File: config.mk
export PLATFORM = sky130hd
export DESIGN_NAME = busca_instrucao
export DESIGN_NICKNAME = d
export VERILOG_FILES = /design/src/rtl/busca_instrucao.sv
export SDC_FILE = /design/constraint.sdc
export NUM_CORES = 1
export LEC_CHECK = 0
export ABC_AREA = 1
export CORE_UTILIZATION = 44
export DETAILED_ROUTE_END_ITERATION = 8
export GPL_TIMING_DRIVEN = 0
export PLACE_DENSITY = 0.8
export SLEW_MARGIN = 15
export SYNTH_ARGS = -nofsm -noshare
export SYNTH_HDL_FRONTEND = slang
export SYNTH_SLANG_ARGS = --single-unit
export TNS_END_PERCENT = 1
File: constraint.sdc
create_clock -name clock -period 1.7 [get_ports clock]
set_clock_uncertainty 0.15 [all_clocks]
set_input_delay 0.255 -clock clock [delete_from_list [all_inputs] [get_ports clock]]
set_output_delay 0.255 -clock clock [all_outputs]
set_load 0.01 [all_outputs]
File: src/rtl/busca_instrucao.sv
// Instruction fetch stage: requests one word at a time from instruction
// memory, holds it in ir until downstream consumes it, decodes the constant
// field for the extender and flags a sticky error when memory stalls too long.
module busca_instrucao #(
    parameter logic [15:0] PC_RESET   = 16'h0000,
    parameter int          MAX_ESPERA = 15
) (
    input  logic        clock,
    input  logic        reset,
    output logic [15:0] mem_end,
    output logic        mem_rd,
    input  logic        mem_ack,
    input  logic [15:0] mem_dado,
    input  logic        avancar,
    input  logic        desvio,
    input  logic [15:0] alvo,
    output logic [15:0] pc,
    output logic [15:0] ir,
    output logic        valido,
    output logic [1:0]  controle,
    output logic [10:0] constante,
    output logic [2:0]  reg_c,
    output logic        erro_mem
);

    localparam int CW = $clog2(MAX_ESPERA + 1);
    localparam logic [CW-1:0] LIMITE  = CW'(MAX_ESPERA);
    localparam logic [CW-1:0] LIMITE1 = CW'(MAX_ESPERA - 1);

    typedef enum logic {BUSCA, PRONTO} estado_t;

    estado_t        estado;
    estado_t        estado_prox;
    logic [15:0]    pc_busca;
    logic [CW-1:0]  espera;
    logic           aceita;

    // A fetch completes only when memory answers and no branch overrides it.
    assign aceita = (estado == BUSCA) && mem_ack && !desvio;

    // Request is suppressed while reset is held so nothing is issued early.
    assign mem_rd  = reset && (estado == BUSCA);
    assign mem_end = pc_busca;
    assign valido  = (estado == PRONTO);

    // State register.
    always_ff @(posedge clock or negedge reset) begin
        if (!reset) estado <= BUSCA;
        else        estado <= estado_prox;
    end

    // Next-state logic: a branch always restarts fetching.
    always_comb begin
        estado_prox = estado;
        if (desvio) begin
            estado_prox = BUSCA;
        end else begin
            case (estado)
                BUSCA:   if (mem_ack) estado_prox = PRONTO;
                PRONTO:  if (avancar) estado_prox = BUSCA;
                default: estado_prox = BUSCA;
            endcase
        end
    end

    // Fetch pointer, instruction register and its address.
    always_ff @(posedge clock or negedge reset) begin
        if (!reset) begin
            pc_busca <= PC_RESET;
            pc       <= PC_RESET;
            ir       <= 16'h0000;
        end else if (desvio) begin
            pc_busca <= alvo;
        end else if (aceita) begin
            ir       <= mem_dado;
            pc       <= pc_busca;
            pc_busca <= pc_busca + 16'd1;
        end
    end

    // Wait counter saturates at the limit; the error flag stays set until reset.
    always_ff @(posedge clock or negedge reset) begin
        if (!reset) begin
            espera   <= '0;
            erro_mem <= 1'b0;
        end else if (desvio || aceita) begin
            espera <= '0;
        end else if (estado == BUSCA && espera != LIMITE) begin
            espera <= espera + 1'b1;
            if (espera == LIMITE1) erro_mem <= 1'b1;
        end
    end

    // Field decode for the extender, driven purely from ir.
    always_comb begin
        controle  = 2'b11;
        constante = ir[10:0];
        reg_c     = ir[13:11];
        case (ir[15:14])
            2'b11: begin
                controle  = 2'b00;
                constante = ir[10:0];
                reg_c     = ir[13:11];
            end
            2'b10: begin
                controle  = ir[13] ? 2'b10 : 2'b01;
                constante = {3'b000, ir[7:0]};
                reg_c     = ir[12:10];
            end
            default: begin
                controle  = 2'b11;
                constante = ir[10:0];
                reg_c     = ir[13:11];
            end
        endcase
    end

endmodule

---- Word-level counts from Yosys, hierarchy flattened ----
Index checks and enable logic that the tools add are counted.
cells by class
  add/sub/neg operators ................... 2
  eq/ne operators ......................... 4
  multiplexer cells ....................... 12
  bitwise operators ....................... 3
  reduce and logical (&&, ||, !) cells .... 10
operators by type and width
  cell                   count
  $mux 16                2
  $add 16x1->16 const B  1
  $mux 11                1
  $mux 4                 2
  $add 4x1->4 const B    1
  $eq 2x2->1 const B     2
  $eq 4x4->1 const B     1
  $logic_and 1x1->1      4
  $ne 4x4->1 const B     1
  $pmux 2 s2             1
  $reduce_bool 2->1      2
  $mux 1                 3
  $mux 3                 1
  $not 1->1              3
  $reduce_and 3->1       1
  $mux 2                 1
  $pmux 1 s2             1
  $reduce_and 2->1       1
  $logic_not 1->1        1
  $logic_or 1x1->1       1
word-level totals
  register bits ........................... 54
  input port bits ......................... 37
  output and inout bits ................... 67
  word-level logic and storage cells ...... 37

---- Longest topological paths before layout ----
Gate-level depths: netlist of the first run.
  depth after elaboration ................. 6
  gate-level depth with buffers ........... 9
  depth with buffers taken out ............ 9

---- Worst setup path before layout of the first run ----
Ideal clock, no wire load.
  kind .................................... flip-flop to output port
  start ................................... reg ir[15]
  end ..................................... out reg_c[0]
  arrival ................................. 1.122 ns
  required time ........................... 1.295 ns
  slack ................................... 0.173 ns
  cell stages (with the launch flop) ...... 5
  buffers on the path ..................... 0
  cells stage by stage .................... dfrtp_1 -> inv_1 -> nor2_1 -> inv_1 -> o21ai_0
between the ends
  word-level cells in the longest chain between the ends .. 2
RTL lines
  what                      RTL line  text
  start: declaration        18        output logic [15:0] ir,
  start signal: assignment  75        ir <= mem_dado;
  $eq 2x2->1                99        case (ir[15:14])
  $mux 3                    99
  end: declaration          22        output logic [2:0] reg_c,
Every way passes these cells.

---- Worst setup path after layout of the first run ----
  start ................................... reg ir[14]
  end ..................................... out reg_c[1]
The elaborated chain is that of the path after synthesis.

==> out/results.ini, run 1 <==
[place]
place_ws_ns = -0.356
gp_congestion = 0.830
post-dp-hpwl_mm = 5.35
dp_cells = 513
io_buffers = 102

[routing]
wl_mm = 7.20
wl_per_cell_um = 13.8
vias = 2605
detail-route-antenna-nets = 0
drc = 0
viasPerCell = 5.01
first_pass_iters = 4
drt_iter0_drc = 180

[critical_path]
cp_max_fo = 7
required_ns = 1.29
path_class = reg2out
critPathArrivalTime_ns = 1.29
crit_path_end_kind = output pin
crit_path_start_kind = flip-flop

[logic_synthesis]
ys_types = 35
async_flop_share_pct = 100
ys_warn_count = 0
ys_ff_latch = 54
synth_cells = 336
synth.cell_area_um2 = 2740
ys.flop_type = dfrtp_1
seq_area_frac_synth_pct = 49.3
avgSynthCellArea_um2 = 8.16
syn_nets = 376
synth_edf_count = 0

[clocking]
htreeDepth = 2
cts_tree = done
clock_latency_ns = 0.30
cts_sinks = 54
cts_root_buffer = clkbuf_8
clk_pin_slew_ns = 0.09
numCtsBuffers = 5
clock_path_buffers = 2

[timing]
worst_slack_ns = 0.00543
rsz0062_at_grt = true
setup_violations = 0
fmax_ghz = 0.590
finalCriticalPeriod_ns = 1.69
tightest_slew_ns = 0.397
hold_viol_final = 54
relSlewSlack_pct = 73.5
setup_tns_ns = 0
slew_viol_final = 0
finalCritPeriodShare_pct = 99.7
whs_ns = -0.298

[finish]
final_cells = 520
final_common_cell = nand2_1
antenna_cells = 0
area_growth_pct = 43.3
fin_util_pct = 65.9
drive_above_1_share_pct = 15.1
final_nets = 486
layout_common_cells = nand2_1, clkdlybuf4s50_1, dfrtp_1

[job]
cap_viol_max_count = 0

[min_path]
worstHoldPathType = in2async

[global_route]
antenna_found_initial = 0
track_usage_pct = 23.7
gr-total-overflow = 0
grt_pass1_vias = 2463
grt_pass1_wl_mm = 11.7
grt_max_degree = 56

[die]
fp.dieW_um = 80.9
initial_utilization_pct = 46.0
io_pins = 104
design.core.area_um2 = 5960
die_h_um = 80.9
die_area_um2 = 6550
num_rows = 28

[power]
power.total_mw = 3.54
powerDensity_nw_per_um2 = 901
peakVddDrop_v = 0.000525
power_leakage_nw = 1.98

[status]
violations = hold timing
outcome = finished, violations left

report_power, final:
| group | internal (mW) | total, mW | switching [mW] |
|---|---|---|---|
| Sequential | 1.48 | 1.64 | 0.162 |
| Combinational | 0.625 | 1.19 | 0.569 |
| Clock | 0.315 | 0.704 | 0.389 |
final cells by class:
type | instances | area, um^2
fill | 516 | 2030
sequential | 54 | 1360
multi-input combinational | 225 | 1120
timing repair buffer | 103 | 996
inverter | 38 | 146
buffer | 19 | 133
tap | 75 | 93.8
clock buffer | 6 | 82.6
critical path, cell delays in order, from the launching register on:
cell and delay (ns):
dfrtp_2 0.45, nor2_4 0.19, nand2_1 0.08, o21ai_0 0.10
buf_2 0.17
worst paths after layout:
path	from	end	slack, ns	depth (start not counted)
setup reg to reg	mem_end[1]$_DFFE_PN0N_	mem_end[12]$_DFFE_PN0N_	0.16	8
hold reg to reg	pc[1]$_DFFE_PN0P_	pc[1]$_DFFE_PN0P_	0.33	2
hold / removal	reset	ir[7]$_DFFE_PN0P_	-0.30	1
setup / recovery	ir[14]$_DFFE_PN0P_	reg_c[1]	0.005	4
max in group asynchronous	reset	mem_end[7]$_DFFE_PN0N_	1.38	1
min in group clock	desvio	mem_end[11]$_DFFE_PN0N_	0.15	4
through the flow:
step | hold slack [ns] | instance area [um^2]
after CTS | -0.279 | 3910
final | -0.298 | 3930
after detailed placement | 0.192 | 3850
after floorplan | -0.191 | 2740
after global routing | -0.270 | 3930
after global placement | 0.305 | 3850
logic make-up (layout without fill, tap and decap cells):
| family | after synthesis | after routing | share of synthesized area, % |
|---|---|---|---|
| and+or+nand+nor | 171 | 171 | 28.1 |
| buffers and inverters | 57 | 166 | 10.2 |
| DFF | 54 | 54 | 49.3 |
| AOI/OAI and AO/OA | 48 | 48 | 10.0 |
| adders and majority gates | 3 | 3 | 1.37 |
| xor gates and xnor gates | 3 | 3 | 0.959 |
per-layer routing:
layer	wire length, um	GRT usage [%]	vias to the layer above
met5	0	0	-
met4	165	8.21	0
met3	407	3.60	15
met2	3720	41.5	89
met1	2910	29.5	1220
li1	-	-	1281
flip-flops by register name, summed over array words and instances (netlist names):
signal,flops
erro_mem,1
espera,4
ir,16
mem_end,16
pc,16
valido,1
repair_timing:
| item | CTS | global route |
|---|---|---|
| resized for setup | 47 | 17 |
| hold endpoints to repair | 54 | 54 |
| buffers inserted | 1 | 0 |
| pin swaps | 1 | 1 |
| endpoints found under the setup margin | 26 | 16 |
cell usage after synthesis (2+ instances only):
master      n  area (um^2)
nand3_1    17         85.1
nand4_1     7         43.8
dfrtp_1    54         1350
nand3b_1    2         15.0
o21bai_1    2         15.0
a21oi_1     2         10.0
o31ai_1     2         15.0
a22oi_1     2         15.0
nor2_1     23         86.3
nand2_1   104          390
nor3_1      2         10.0
inv_2       2         7.51
o21ai_0    33          165
nor2_2      3         18.8
ha_1        3         37.5
nand2_2     5         31.3
nand2_4     2         22.5
buf_4      10         75.1
xor2_1      2         17.5
o221ai_1    2         17.5
inv_1      34          128
buf_6       2         22.5
nor2_4      3         33.8
buf_2       7         35.0
(Power assumes the default switching activity.)
==> run 2: changes to the inputs <==
- ABC_CLOCK_PERIOD_IN_PS: unset -> 1700
- CORE_UTILIZATION: 44 -> 36
- PLACE_DENSITY: 0.8 -> 0.68
==> run 2 against run 1 <==
  * Routed wire length rose by 3.1%
  * Sequential cell count is the same
  * Global-route usage down 3.6 points
  * Critical path type unchanged
  * Final cell count rose by 5.6%
  * Fmax is 1.1% lower
  * Largest power group unchanged
  * The flow finishes with violations (hold timing, setup timing)
  * Sequential share of layout area decreased by 0.77 points
  * Die area up 22%
  * Sequential power about the same
  * Utilization down 11 points
==> out/results.ini, run 2 (synthesis results as in run 1) <==
[status]
outcome = finished, violations left
violations = hold timing, setup timing

[finish]
seqCellArea_um2 = 1360  ; about the same
fillerInstances = 733  ; +42%
final_nets = 490  ; +0.82%
antenna_cells = 0  ; unchanged
drive_above_1_share_pct = 16.7  ; +1.6 points
layout_common_cells = nand2_1, clkdlybuf4s50_1, dfrtp_1
design_area_um2 = 4020  ; +2.4%
area_growth_pct = 46.7
final_common_cell = nand2_1
multi_input_area_um2 = 1120  ; unchanged

[die]
io_pins = 104  ; unchanged
die_h_um = 89.2  ; +10%
num_rows = 31  ; +11%
fp.dieW_um = 89.2  ; +10%
design.core.area_um2 = 7290  ; +22%
initial_utilization_pct = 37.6  ; -8.4 points
die_area_um2 = 7960  ; +22%

[critical_path]
worstPathCellList = buf_4 > o21ai_0 > clkdlybuf4s15_1
cp_max_fo = 3  ; -4
path_class = reg2out
crit_path_start_kind = flip-flop
critPathSlowestCell = dfrtp_2
critPathMaxStageDelay_ns = 0.44  ; about the same
required_ns = 1.29  ; about the same
critPathArrivalTime_ns = 1.31  ; +0.02 ns
path_buf_inv = 2  ; +1
cpLargestDelayFamily = flip-flops
reg2reg_slack_ns = 0.18  ; +0.02 ns
crit_path_end_kind = output pin

[place]
gp_congestion = 0.795  ; -4.2%
post_dp_cell_area_um2 = 3880  ; +0.78%
io_buffers = 102  ; unchanged
place_ws_ns = -0.344  ; +0.0118 ns
post-dp-hpwl_mm = 5.53  ; +3.3%

[clocking]
cts_root_buffer = clkbuf_8
htreeDepth = 2  ; unchanged
clk_pin_slew_ns = 0.10  ; about the same
clock_latency_ns = 0.30  ; about the same
cts_tree = done
cts_sinks = 54  ; unchanged
numCtsBuffers = 5  ; unchanged
clock_path_buffers = 2  ; unchanged

[routing]
drc = 0  ; unchanged
first_pass_iters = 4  ; unchanged
wl_per_cell_um = 13.5  ; -2.3%
detail-route-antenna-nets = 0  ; unchanged
viasPerCell = 4.73  ; -5.5%
vias = 2598  ; -0.27%
drt_iter0_drc = 114  ; -37%
wl_mm = 7.42  ; +3.1%

[global_route]
track_usage_pct = 20.0  ; -3.6 points
gr-usage-met3_pct = 2.49  ; -1.1 points
grt_pass1_wl_mm = 12.1  ; +2.9%
grtUsageMet1_pct = 25.9  ; -3.6 points
antenna_found_initial = 0  ; unchanged
grt_max_degree = 56  ; unchanged
gr-total-overflow = 0  ; unchanged
top_usage_layer = met2
grt_use_met2_pct = 33.8  ; -7.7 points
grt_pass1_vias = 2539  ; +3.1%

[timing]
finalCriticalPeriod_ns = 1.71  ; +0.0183 ns
setup_violations = 2  ; +2
worst_slack_ns = -0.0129  ; -0.0183 ns
whs_ns = -0.304  ; -0.00535 ns
setup_tns_ns = -0.0243  ; -0.0243 ns
rsz0062_at_grt = true
tightest_slew_ns = 0.421  ; +0.0241 ns
finalCritPeriodShare_pct = 101  ; +1.1 points
relSlewSlack_pct = 71.9  ; -1.6 points
hold_viol_final = 54  ; unchanged
fmax_ghz = 0.584  ; -1.1%
slew_viol_final = 0  ; unchanged

[min_path]
worstHoldPathType = in2async

[job]
cap_viol_max_count = 0  ; unchanged

[power]
power_leakage_nw = 2.04  ; +2.8%
peakVddDrop_v = 0.000420  ; -20%
powerDensity_nw_per_um2 = 928  ; +3.0%
power.total_mw = 3.73  ; +5.4%

-- run 2: area by class of cell --
cell class | count | share of cell area (%)
sequential | 54 | 33.8
multi-input combinational | 225 | 27.8
timing repair buffer | 107 | 25.6
inverter | 38 | 3.64
buffer | 19 | 3.30
tap | 99 | 3.08
clock buffer | 6 | 2.05
clock inverter | 1 | 0.747
-- run 2: worst reg2reg max path, cell delays in order, from the launching register on --
cell      delay (ns)
dfrtp_1         0.44
ha_1            0.23
nand2_2         0.09
nor2_4          0.14
nand2_4         0.08
clkinv_2        0.08
nand2_2         0.06
nand3_1         0.08
nand3b_1        0.07
-- run 2: power breakdown --
part           switching (mW)  leakage, nW  internal, mW
combinational           0.570         1.31         0.642
sequential              0.162        0.669          1.48
clock                   0.407       0.0573         0.472
-- run 2: through the flow --
step / util, % / cells
after floorplan: - / 336
final: 55.1 / 549
after global placement: 53.3 / 537
after global routing: 55.1 / 549
after CTS: 54.5 / 545
after detailed placement: 53.2 / 537
-- run 2: final timing paths --
path | cells past startpoint | start | end
worst max-delay path | 3 | ir[14]$_DFFE_PN0P_ | controle[0]
worst min-delay path | 1 | reset | ir[6]$_DFFE_PN0P_
worst max register to register | 8 | mem_end[1]$_DFFE_PN0N_ | mem_end[10]$_DFFE_PN0N_
worst min register to register | 2 | pc[1]$_DFFE_PN0P_ | pc[1]$_DFFE_PN0P_
max in group asynchronous | 1 | reset | mem_end[5]$_DFFE_PN0N_
min in group clock | 4 | desvio | mem_end[11]$_DFFE_PN0N_
-- run 2: what timing repair did --
action	CTS	global route
gates resized for setup	45	23
hold endpoints to repair	54	54
buffers inserted	1	4
pin swaps	1	1
endpoints found under the setup margin	26	18
-- run 2: layer usage --
layer  share of wire (%)  wire (um)
met5                   0          0
met1                  43       3180
met2                  51       3800
met3                 4.1        301
met4                 1.9        143
